==> src/rtl/arp_cache_pkg.sv <==
// arp_cache_pkg: shared types for the ARP cache table and its miss controller.
// Age width is sized for the default age limit; larger limits need AGE_LIMIT_DEF raised.
package arp_cache_pkg;

    localparam int AGE_LIMIT_DEF = 60000;
    localparam int AGE_W         = $clog2(AGE_LIMIT_DEF + 1);

    typedef struct packed {
        logic             valid;
        logic [31:0]      ip;
        logic [47:0]      mac;
        logic [AGE_W-1:0] age;
    } arp_entry_t;

    typedef enum logic [1:0] {
        MISS_IDLE,
        MISS_REQ,
        MISS_WAIT,
        MISS_FAIL
    } miss_state_t;

    function automatic logic [AGE_W-1:0] age_inc(input logic [AGE_W-1:0] a);
        return (&a) ? a : a + 1'b1;
    endfunction

endpackage

==> src/rtl/arp_cache_table_miss_ctrl.sv <==
// arp_miss_ctrl: single outstanding ARP resolution with tick-timed retries.
// Issues a request per attempt and reports failure once attempts run out.
module arp_miss_ctrl
    import arp_cache_pkg::*;
#(
    parameter int P_RETRY_TICKS = 100,
    parameter int P_RETRY_MAX   = 3
) (
    input  logic        clk,
    input  logic        rst_n,
    input  logic        tick,
    input  logic        flush,
    input  logic        seek_done,
    input  logic        seek_hit,
    input  logic [31:0] seek_ip,
    input  logic        learn_valid,
    input  logic [31:0] learn_ip,
    output logic        arp_active,
    output logic [31:0] arp_dst_ip,
    output logic        resolve_fail,
    output logic [31:0] fail_ip
);

    localparam int RT_W = $clog2(P_RETRY_TICKS + 1);
    localparam int RC_W = $clog2(P_RETRY_MAX + 1);
    localparam logic [RT_W-1:0] RT_LAST = RT_W'(P_RETRY_TICKS - 1);
    localparam logic [RC_W-1:0] RC_MAX  = RC_W'(P_RETRY_MAX);

    miss_state_t     state;
    logic [31:0]     pend_ip;
    logic [RC_W-1:0] retry_cnt;
    logic [RT_W-1:0] wait_ticks;
    logic            resolved;

    // The pending IP is resolved by ARP RX or by a lookup that found it.
    assign resolved = (learn_valid && learn_ip == pend_ip) ||
                      (seek_done && seek_hit && seek_ip == pend_ip);

    always_ff @(posedge clk or negedge rst_n) begin
        if (!rst_n) begin
            state        <= MISS_IDLE;
            pend_ip      <= '0;
            retry_cnt    <= '0;
            wait_ticks   <= '0;
            arp_active   <= 1'b0;
            arp_dst_ip   <= '0;
            resolve_fail <= 1'b0;
            fail_ip      <= '0;
        end else begin
            arp_active   <= 1'b0;
            resolve_fail <= 1'b0;
            if (flush) begin
                state      <= MISS_IDLE;
                retry_cnt  <= '0;
                wait_ticks <= '0;
            end else begin
                unique case (state)
                    MISS_IDLE: begin
                        if (seek_done && !seek_hit) begin
                            pend_ip   <= seek_ip;
                            retry_cnt <= '0;
                            state     <= MISS_REQ;
                        end
                    end
                    MISS_REQ: begin
                        arp_active <= 1'b1;
                        arp_dst_ip <= pend_ip;
                        retry_cnt  <= retry_cnt + 1'b1;
                        wait_ticks <= '0;
                        state      <= MISS_WAIT;
                    end
                    MISS_WAIT: begin
                        if (resolved) begin
                            state <= MISS_IDLE;
                        end else if (tick) begin
                            if (wait_ticks == RT_LAST) begin
                                wait_ticks <= '0;
                                state <= (retry_cnt < RC_MAX) ?
                                         MISS_REQ : MISS_FAIL;
                            end else begin
                                wait_ticks <= wait_ticks + 1'b1;
                            end
                        end
                    end
                    MISS_FAIL: begin
                        resolve_fail <= 1'b1;
                        fail_ip      <= pend_ip;
                        state        <= MISS_IDLE;
                    end
                    default: state <= MISS_IDLE;
                endcase
            end
        end
    end

endmodule

==> src/rtl/arp_cache_table.sv <==
// arp_cache_table: IP->MAC cache with aging, flush and ARP miss resolution.
// Define ARP_CACHE_STATS_EN to add hit/miss/evict counter outputs.
module arp_cache_table
    import arp_cache_pkg::*;
#(
    parameter int P_DEPTH       = 8,
    parameter int P_TICK_CYCLES = 156250,
    parameter int P_AGE_LIMIT   = 60000,
    parameter int P_RETRY_TICKS = 100,
    parameter int P_RETRY_MAX   = 3
) (
    input  logic        i_clk,
    input  logic        i_rst,
    input  logic [31:0] i_learn_ip,
    input  logic [47:0] i_learn_mac,
    input  logic        i_learn_valid,
    input  logic [31:0] i_seek_ip,
    input  logic        i_seek_valid,
    output logic [47:0] o_seek_mac,
    output logic        o_seek_hit,
    output logic        o_seek_miss,
    output logic        o_arp_active,
    output logic [31:0] o_arp_active_dst_ip,
    output logic        o_resolve_fail,
    output logic [31:0] o_fail_ip,
    input  logic        i_flush
`ifdef ARP_CACHE_STATS_EN
    ,
    output logic [31:0] o_hit_cnt,
    output logic [31:0] o_miss_cnt,
    output logic [31:0] o_evict_cnt
`endif
);

    localparam int IDX_W  = $clog2(P_DEPTH);
    localparam int TICK_W = (P_TICK_CYCLES > 1) ? $clog2(P_TICK_CYCLES) : 1;
    localparam logic [TICK_W-1:0] TICK_LAST = TICK_W'(P_TICK_CYCLES - 1);
    localparam logic [AGE_W-1:0]  AGE_LIM   = AGE_W'(P_AGE_LIMIT);

    arp_entry_t [P_DEPTH-1:0] tbl;

    logic [TICK_W-1:0] tick_cnt;
    logic              tick;

    logic              learn_found;
    logic              free_found;
    logic [IDX_W-1:0]  learn_idx;
    logic [IDX_W-1:0]  free_idx;
    logic [IDX_W-1:0]  old_idx;
    logic [IDX_W-1:0]  wr_idx;
    logic [AGE_W-1:0]  old_age;
    logic              seek_found;
    logic [47:0]       seek_mac;

    logic              s1_valid;
    logic              s1_hit;
    logic [31:0]       s1_ip;
    logic [47:0]       s1_mac;

    assign tick = (tick_cnt == TICK_LAST);

    always_ff @(posedge i_clk or negedge i_rst) begin
        if (!i_rst) begin
            tick_cnt <= '0;
        end else if (tick) begin
            tick_cnt <= '0;
        end else begin
            tick_cnt <= tick_cnt + 1'b1;
        end
    end

    // Oldest-entry search uses strict '>' so ties keep the lowest index.
    always_comb begin
        learn_found = 1'b0;
        learn_idx   = '0;
        free_found  = 1'b0;
        free_idx    = '0;
        old_idx     = '0;
        old_age     = '0;
        seek_found  = 1'b0;
        seek_mac    = '0;
        for (int i = 0; i < P_DEPTH; i++) begin
            if (tbl[i].valid) begin
                if (!learn_found && tbl[i].ip == i_learn_ip) begin
                    learn_found = 1'b1;
                    learn_idx   = IDX_W'(i);
                end
                if (tbl[i].age > old_age) begin
                    old_age = tbl[i].age;
                    old_idx = IDX_W'(i);
                end
                if (tbl[i].ip == i_seek_ip) begin
                    seek_found = 1'b1;
                    seek_mac   = seek_mac | tbl[i].mac;
                end
            end else if (!free_found) begin
                free_found = 1'b1;
                free_idx   = IDX_W'(i);
            end
        end
    end

    assign wr_idx = learn_found ? learn_idx :
                    free_found  ? free_idx  : old_idx;

    // Learn is written after aging so a same-cycle learn restarts at age 0.
    always_ff @(posedge i_clk or negedge i_rst) begin
        if (!i_rst) begin
            tbl <= '0;
        end else if (i_flush) begin
            tbl <= '0;
        end else begin
            for (int i = 0; i < P_DEPTH; i++) begin
                if (tick && tbl[i].valid) begin
                    tbl[i].age <= age_inc(tbl[i].age);
                    if (age_inc(tbl[i].age) == AGE_LIM) begin
                        tbl[i].valid <= 1'b0;
                    end
                end
            end
            if (i_learn_valid) begin
                tbl[wr_idx] <= '{valid: 1'b1,
                                 ip:    i_learn_ip,
                                 mac:   i_learn_mac,
                                 age:   '0};
            end
        end
    end

    always_ff @(posedge i_clk or negedge i_rst) begin
        if (!i_rst) begin
            s1_valid    <= 1'b0;
            s1_hit      <= 1'b0;
            s1_ip       <= '0;
            s1_mac      <= '0;
            o_seek_hit  <= 1'b0;
            o_seek_miss <= 1'b0;
            o_seek_mac  <= '0;
        end else begin
            s1_valid    <= i_seek_valid;
            s1_hit      <= i_seek_valid && seek_found;
            s1_ip       <= i_seek_valid ? i_seek_ip : '0;
            s1_mac      <= i_seek_valid ? seek_mac : '0;
            o_seek_hit  <= s1_valid && s1_hit;
            o_seek_miss <= s1_valid && !s1_hit;
            o_seek_mac  <= s1_mac;
        end
    end

    // The controller watches stage 1 so a request follows o_seek_miss by one cycle.
    arp_miss_ctrl #(
        .P_RETRY_TICKS (P_RETRY_TICKS),
        .P_RETRY_MAX   (P_RETRY_MAX)
    ) u_miss_ctrl (
        .clk          (i_clk),
        .rst_n        (i_rst),
        .tick         (tick),
        .flush        (i_flush),
        .seek_done    (s1_valid),
        .seek_hit     (s1_hit),
        .seek_ip      (s1_ip),
        .learn_valid  (i_learn_valid),
        .learn_ip     (i_learn_ip),
        .arp_active   (o_arp_active),
        .arp_dst_ip   (o_arp_active_dst_ip),
        .resolve_fail (o_resolve_fail),
        .fail_ip      (o_fail_ip)
    );

`ifdef ARP_CACHE_STATS_EN
    logic [31:0] aged_n;
    logic        evict_now;

    assign evict_now = i_learn_valid && !learn_found && !free_found;

    // A slot rewritten by learn this cycle is not an age-out.
    always_comb begin
        aged_n = '0;
        for (int i = 0; i < P_DEPTH; i++) begin
            if (tick && tbl[i].valid &&
                age_inc(tbl[i].age) == AGE_LIM &&
                !(i_learn_valid && wr_idx == IDX_W'(i))) begin
                aged_n = aged_n + 32'd1;
            end
        end
    end

    always_ff @(posedge i_clk or negedge i_rst) begin
        if (!i_rst) begin
            o_hit_cnt   <= '0;
            o_miss_cnt  <= '0;
            o_evict_cnt <= '0;
        end else if (i_flush) begin
            o_hit_cnt   <= '0;
            o_miss_cnt  <= '0;
            o_evict_cnt <= '0;
        end else begin
            if (s1_valid && s1_hit) begin
                o_hit_cnt <= o_hit_cnt + 32'd1;
            end
            if (s1_valid && !s1_hit) begin
                o_miss_cnt <= o_miss_cnt + 32'd1;
            end
            if (i_flush == 1'b0) begin
                o_evict_cnt <= o_evict_cnt + aged_n + {31'd0, evict_now};
            end
        end
    end
`endif

endmodule

==> config.mk <==
export PLATFORM = sky130hd
export DESIGN_NAME = arp_cache_table
export DESIGN_NICKNAME = d
export VERILOG_FILES = /design/src/rtl/arp_cache_pkg.sv /design/src/rtl/arp_cache_table_miss_ctrl.sv /design/src/rtl/arp_cache_table.sv
export SDC_FILE = /design/constraint.sdc
export NUM_CORES = 2
export LEC_CHECK = 0
export BUFFER_PORTS_ARGS = -buffer_cell sky130_fd_sc_hd__buf_2
export CAP_MARGIN = 20
export CORE_ASPECT_RATIO = 1.5
export CORE_MARGIN = 4
export CORE_UTILIZATION = 49
export DETAILED_ROUTE_END_ITERATION = 10
export PLACE_DENSITY = 0.63
export RECOVER_POWER = 50
export SYNTH_ARGS = -nofsm -noshare
export SYNTH_HDL_FRONTEND = slang
export SYNTH_SLANG_ARGS = --single-unit
==> constraint.sdc <==
create_clock -name i_clk -period 24.6 [get_ports i_clk]
set_input_delay 2.46 -clock i_clk [delete_from_list [all_inputs] [get_ports i_clk]]
set_output_delay 2.46 -clock i_clk [all_outputs]
set_load 0.01 [all_outputs]
# After elaboration in Yosys (flattened, before gate mapping)
# Cells that the tools add are included.
# word_totals
reg_bits	1035
output_inout_bits	116
# classes
n_addsub	11
magnitude_cmp	11
eq_ne	36
mux	189
n_bitwise	8
reduce_logical	48
# ops
operator	count
$mux 776	2
$mux 48	17
$bwmux 776	1
$mux 16	38
$eq 32x32->1	18
$or 48x48->48	7
$demux 97 s3	1
$add 16x1->16 const B	8
$eq 16x16->1 const B	8
$reduce_and 16->1	8
$mux 3	38
$gt 16x16->1	7
$mux 97	1
$mux 1	74
$mux 32	1
$mux 7	4
$logic_and 1x1->1	21
$add 18x1->18 const B	1
$eq 18x18->1 const B	1
$mux 18	1
$gt 16x1->1 const B	1
$mux 2	8
$pmux 7 s2	1
$ne 3x3->1 const B	3
other kinds (20)	33

# Longest topological paths before layout
# logic_depth
ltp_word	39
depth_mapped	92
depth_no_buf	79

# Hierarchy
# Synthesis repeated with hierarchy kept, for this count alone.
# unflattened
hier_cells	5677
hier_area_um2	58757.6
# by_module_without_submodules
mod	instances	cells_each	area_each_um2
arp_cache_table	1	5236	53764.1
arp_miss_ctrl	1	441	4993.5

# Least setup slack after synthesis
# Ideal clock, no wire load.
# synth_path
kind	reg-to-reg
from	register tbl[96] (netlist bit)
to	register tbl[449] (netlist bit)
setup_ps	120
t_arrival_ps	17365
required_ps	24480
setup_slack_ps	7115
path_stages_with_launch	84
n_path_buf	16
period_less_slack_ps	17485
cell_sequence	dfrtp_1 -> clkbuf_1 -> buf_1 -> nand2_1 -> ha_1 -> nand4_1 -> or4_1 -> a21o_1 -> a31oi_1 -> clkbuf_1 -> clkbuf_1 -> nand2_1 -> o21ai_0 -> inv_1 -> ha_1 -> nand4_1 -> o41ai_1 -> a31o_2 -> [48 not listed] -> buf_1 -> clkbuf_1 -> o21ai_0 -> ha_1 -> nor2b_1 -> o21a_1 -> o21a_1 -> o21ai_0 -> a21oi_1 -> a2111oi_0 -> o21ai_0 -> nor4_1 -> o32a_1 -> buf_2 -> clkbuf_1 -> buf_1 -> nor4_1 -> a31o_2
# synth_via
elab_chain_cells	37
elab_cells_between_ends	109
# synth_lines
item	line_no	rtl
start, declared	arp_cache_table.sv:40	arp_entry_t [P_DEPTH-1:0] tbl;
start signal, assigned by index	arp_cache_table.sv:122	tbl[wr_idx] <= '{valid: 1'b1,
parallel branches: the longest is 29 deep, another holds $gt 16x16->1	--	
$mux 3 (*)	arp_cache_table.sv:103	assign wr_idx = learn_found ? learn_idx :
$lt 3x4->1 (not written as such) / $ge 3x1->1 (equally long branches)	arp_cache_table.sv:122	
$logic_and 1x1->1 (not written as such)	arp_cache_table.sv:122	
$mux 97 (not written as such)	arp_cache_table.sv:122	
$demux 97 s3 (*)	arp_cache_table.sv:122	
$bwmux 776 (*)	arp_cache_table.sv:122	
$mux 776 (*)	arp_cache_table.sv:121	if (i_learn_valid) begin
$mux 776 (*)	arp_cache_table.sv:110	end else if (i_flush) begin
# Mark *: on every way between the ends. The select of a mux whose other input is x is not followed.
# A chain may end at the register's enable or synchronous reset.

# Final worst setup path
# layout_path
from	register tbl[96] (netlist bit)
to	register tbl[17] (netlist bit)
# Same word-level chain as after synthesis.

==> metrics <==
synthesis-to-finish area growth 9.55%; fin nets 5773; CTS tree built; Final setup viols 0; Setup crit start kind register; Slowest cell on crit path dfrtp_1; DR DRC count 0; Syn Std Cell Area 56400 µm²; CTS Buf Count 102; Worst-Skew Late Latency 0.73 ns; worst hold stages 0; Mapped Cells 5618; post_cts resized 0; Placement Cell Area 58500 µm²; CP Max Fanout 70; first-pass GRT wire length 295 mm; Peak VDD IR 0.0000564 V; Post-CTS Hold Buffers 0; IO buf count 232; Bufs on Longest Clock Path 3; cells on worst reg2reg path 68; drt via density 6.57; clock sinks 1035; status finished, violations left; drt wl/cell 27.2 µm; GR Overflow Total 0; Max stage delay on crit path 0.87 ns; max-slew violation count 1286; P_leak 25.7 nW; unrepaired setup endpoints after global routing false; Seq cells post-synth 1035; Data required, critical path 25.19 ns; Hold EP o_seek_mac[21]; RePlAce Congestion 0.919; sequential area share after synthesis 45.9%; die width 285 µm; synth unique cells 82; H-tree Lvls 3; final worst slack 3.66 ns; synth warn 0; core region area 114000 µm²; Reg-to-Reg End tbl[17]; ys async rst share 100%; Post-DP HPWL 120 mm; power consumption 3.88 mW; Place WS 3.48 ns; crit-path most repeated cell o21ai_0; Hold Vio Cnt, Final 0; vias 47073; syn nets 5857; top_reg_cell synth dfrtp_1; setup bufs post-CTS 0; Total GRT Usage 31.5%; Relative slew margins -337%; Initial Util 49.4%; worst reg2reg setup slack 3.66 ns; Ports 233; Max-Cap Viols 19; cell area after layout 61800 µm²; filler instances 10288; row cnt 152; Clk pin slew, worst setup/hold paths 0.06 ns; Die H 424 µm; layout cells sized above 1 12.1%; Fin Hold WS 0.341 ns; Peak Freq 47.8 MHz; failing checks max-capacitance violations, max-slew violations; Setup crit end kind register; hold path startpoint s1_mac[21]; drt initial violations 4429; Hold WC Path Type register to register; Worst Setup Path Type register to register; Post-Syn Area per Cell 10.0 µm²; vias in the first global route 47151; post-route ant nets 0; initial antenna violation count 20; Critical Path AT 21.53 ns; minimum clock period 20.94 ns; slew at the pin closest to its max-slew limit 6.55 ns; Cell Pwr Density 62.7 nW/µm²; CTS root buf clkbuf_16; Final Skew 0.0334 ns; setup tns final 0 ns; largest net degree at the start of global routing 135; EDFF count, synth 0; Initial DRT Pass Iterations 6; WL final 195 mm; final worst path period share 85.1%; r2r startpoint tbl[96]; Die ar. 121000 µm²
[area by class of cell]
cell class / count / area, µm² / share of cell area [%]
Clock inverter: 42 / 549 / 0.889
Clock buffer: 143 / 2970 / 4.80
Timing Repair Buffer: 333 / 1740 / 2.81
Sequential cell: 1035 / 25900 / 41.9
Antenna cell: 14 / 35.0 / 0.0567
Inverter: 107 / 403 / 0.652
Tap cell: 1540 / 1930 / 3.12
Multi-Input combinational cell: 3955 / 28300 / 45.8
[metal layers]
metal | wire length (µm) | global-route usage (%)
met5 | 88 | 0
met1 | 75100 | 39.2
met4 | 11800 | 17.5
met2 | 93200 | 51.9
met3 | 14500 | 5.71
[report_power, final]
part | switching (mW) | internal [mW]
Sequential | 0.0544 | 1.76
Clock | 0.710 | 0.948
Combinational | 0.284 | 0.120
[cell usage after synthesis (7+ instances only)]
cell type | instances | area share [%]
a221oi_1 | 98 | 1.5
ha_1 | 122 | 2.7
nand2b_1 | 12 | 0.13
nor2_1 | 197 | 1.3
a31o_1 | 78 | 1.2
inv_1 | 106 | 0.71
o21a_1 | 8 | 0.11
nand3b_1 | 8 | 0.11
a21oi_1 | 180 | 1.6
mux2i_1 | 83 | 1.5
xnor2_1 | 448 | 7.0
nor4b_1 | 9 | 0.14
a21boi_0 | 51 | 0.68
nor3_1 | 151 | 1.3
nand4_1 | 174 | 1.9
mux2_2 | 98 | 2.0
and4_1 | 13 | 0.20
xor2_1 | 258 | 4.0
nor2b_1 | 23 | 0.26
buf_2 | 48 | 0.43
a22o_1 | 225 | 3.5
a32o_1 | 128 | 2.3
or4_1 | 7 | 0.093
o21ai_0 | 206 | 1.8
nand4b_1 | 10 | 0.16
clkbuf_1 | 435 | 2.9
nand2_1 | 383 | 2.5
and2_1 | 53 | 0.59
a21o_1 | 16 | 0.21
o211ai_1 | 8 | 0.11
nand3_1 | 216 | 1.9
a31o_2 | 165 | 2.6
nor4_1 | 348 | 3.9
a2111oi_0 | 11 | 0.17
a31oi_1 | 28 | 0.31
buf_1 | 31 | 0.21
and3_1 | 36 | 0.40
o31ai_1 | 8 | 0.11
dfrtp_1 | 1035 | 46
[cells by family after synthesis]
family                   Yosys count  share of synthesized area (%)
AO/OA/AOI/OAI                   1276                           17.2
flip-flops                      1035                           45.9
AND/OR/NAND/NOR                 1670                           15.4
XOR/XNOR                         706                           11.0
adder cells (fa/ha/maj)          122                           2.71
buffers and inverters            628                           4.35
multiplexers                     181                           3.43
[worst max-delay path, delay by kind of cell, from the launching register on]
kind            cells  cell delay (ns)
compound gates     36             9.21
simple gates       13             4.98
buf+inv             8             2.12
fa+ha+maj           7             2.00
mux                 4             1.56
flops               1             0.87
[how the worst max path moves through the flow]
stage	start	to	slack [ns]	depth (start not counted)
2_1_floorplan	tbl[96]	tbl[449]	7.11	83
3_3_place_gp	tbl[96]	tbl[51]	4.09	68
3_5_place_dp	tbl[96]	tbl[289]	3.48	68
4_1_cts	tbl[96]	tbl[287]	3.41	68
5_1_grt	tbl[96]	tbl[45]	1.90	68
6_report	tbl[96]	tbl[17]	3.66	68
[state kept, by name (all words and copies together) (netlist names), 2 cells and up]
register	flops
o_seek_mac	48
s1_ip	32
s1_mac	48
tbl	776
tick_cnt	18
u_miss_ctrl.arp_dst_ip	32
u_miss_ctrl.fail_ip	32
u_miss_ctrl.pend_ip	32
u_miss_ctrl.retry_cnt	2
u_miss_ctrl.state	2
u_miss_ctrl.wait_ticks	7
[per-stage QoR]
stage / instances / util, %
2_1_floorplan: 5618 / -
3_3_place_gp: 6962 / 51.1
3_5_place_dp: 6965 / 51.2
4_1_cts: 7150 / 54.2
5_1_grt: 7160 / 54.1
6_report: 7169 / 54.1
[placed cells by master (no fill, tap or decap), types with 114 or more instances in the layout]
| cell type | n |
|---|---|
| a21oi_1 | 177 |
| ha_1 | 122 |
| a31o_2 | 165 |
| dfrtp_1 | 1035 |
| nand3_1 | 214 |
| nand4_1 | 174 |
| nor4_1 | 340 |
| clkbuf_1 | 154 |
| a32o_1 | 128 |
| xnor2_1 | 448 |
| buf_2 | 114 |
| nor3_1 | 147 |
| o21ai_0 | 206 |
| a22o_1 | 225 |
| xor2_1 | 258 |
| nor2_1 | 194 |
| nand2_1 | 379 |
Note: power is estimated with default switching activity, not from simulation.
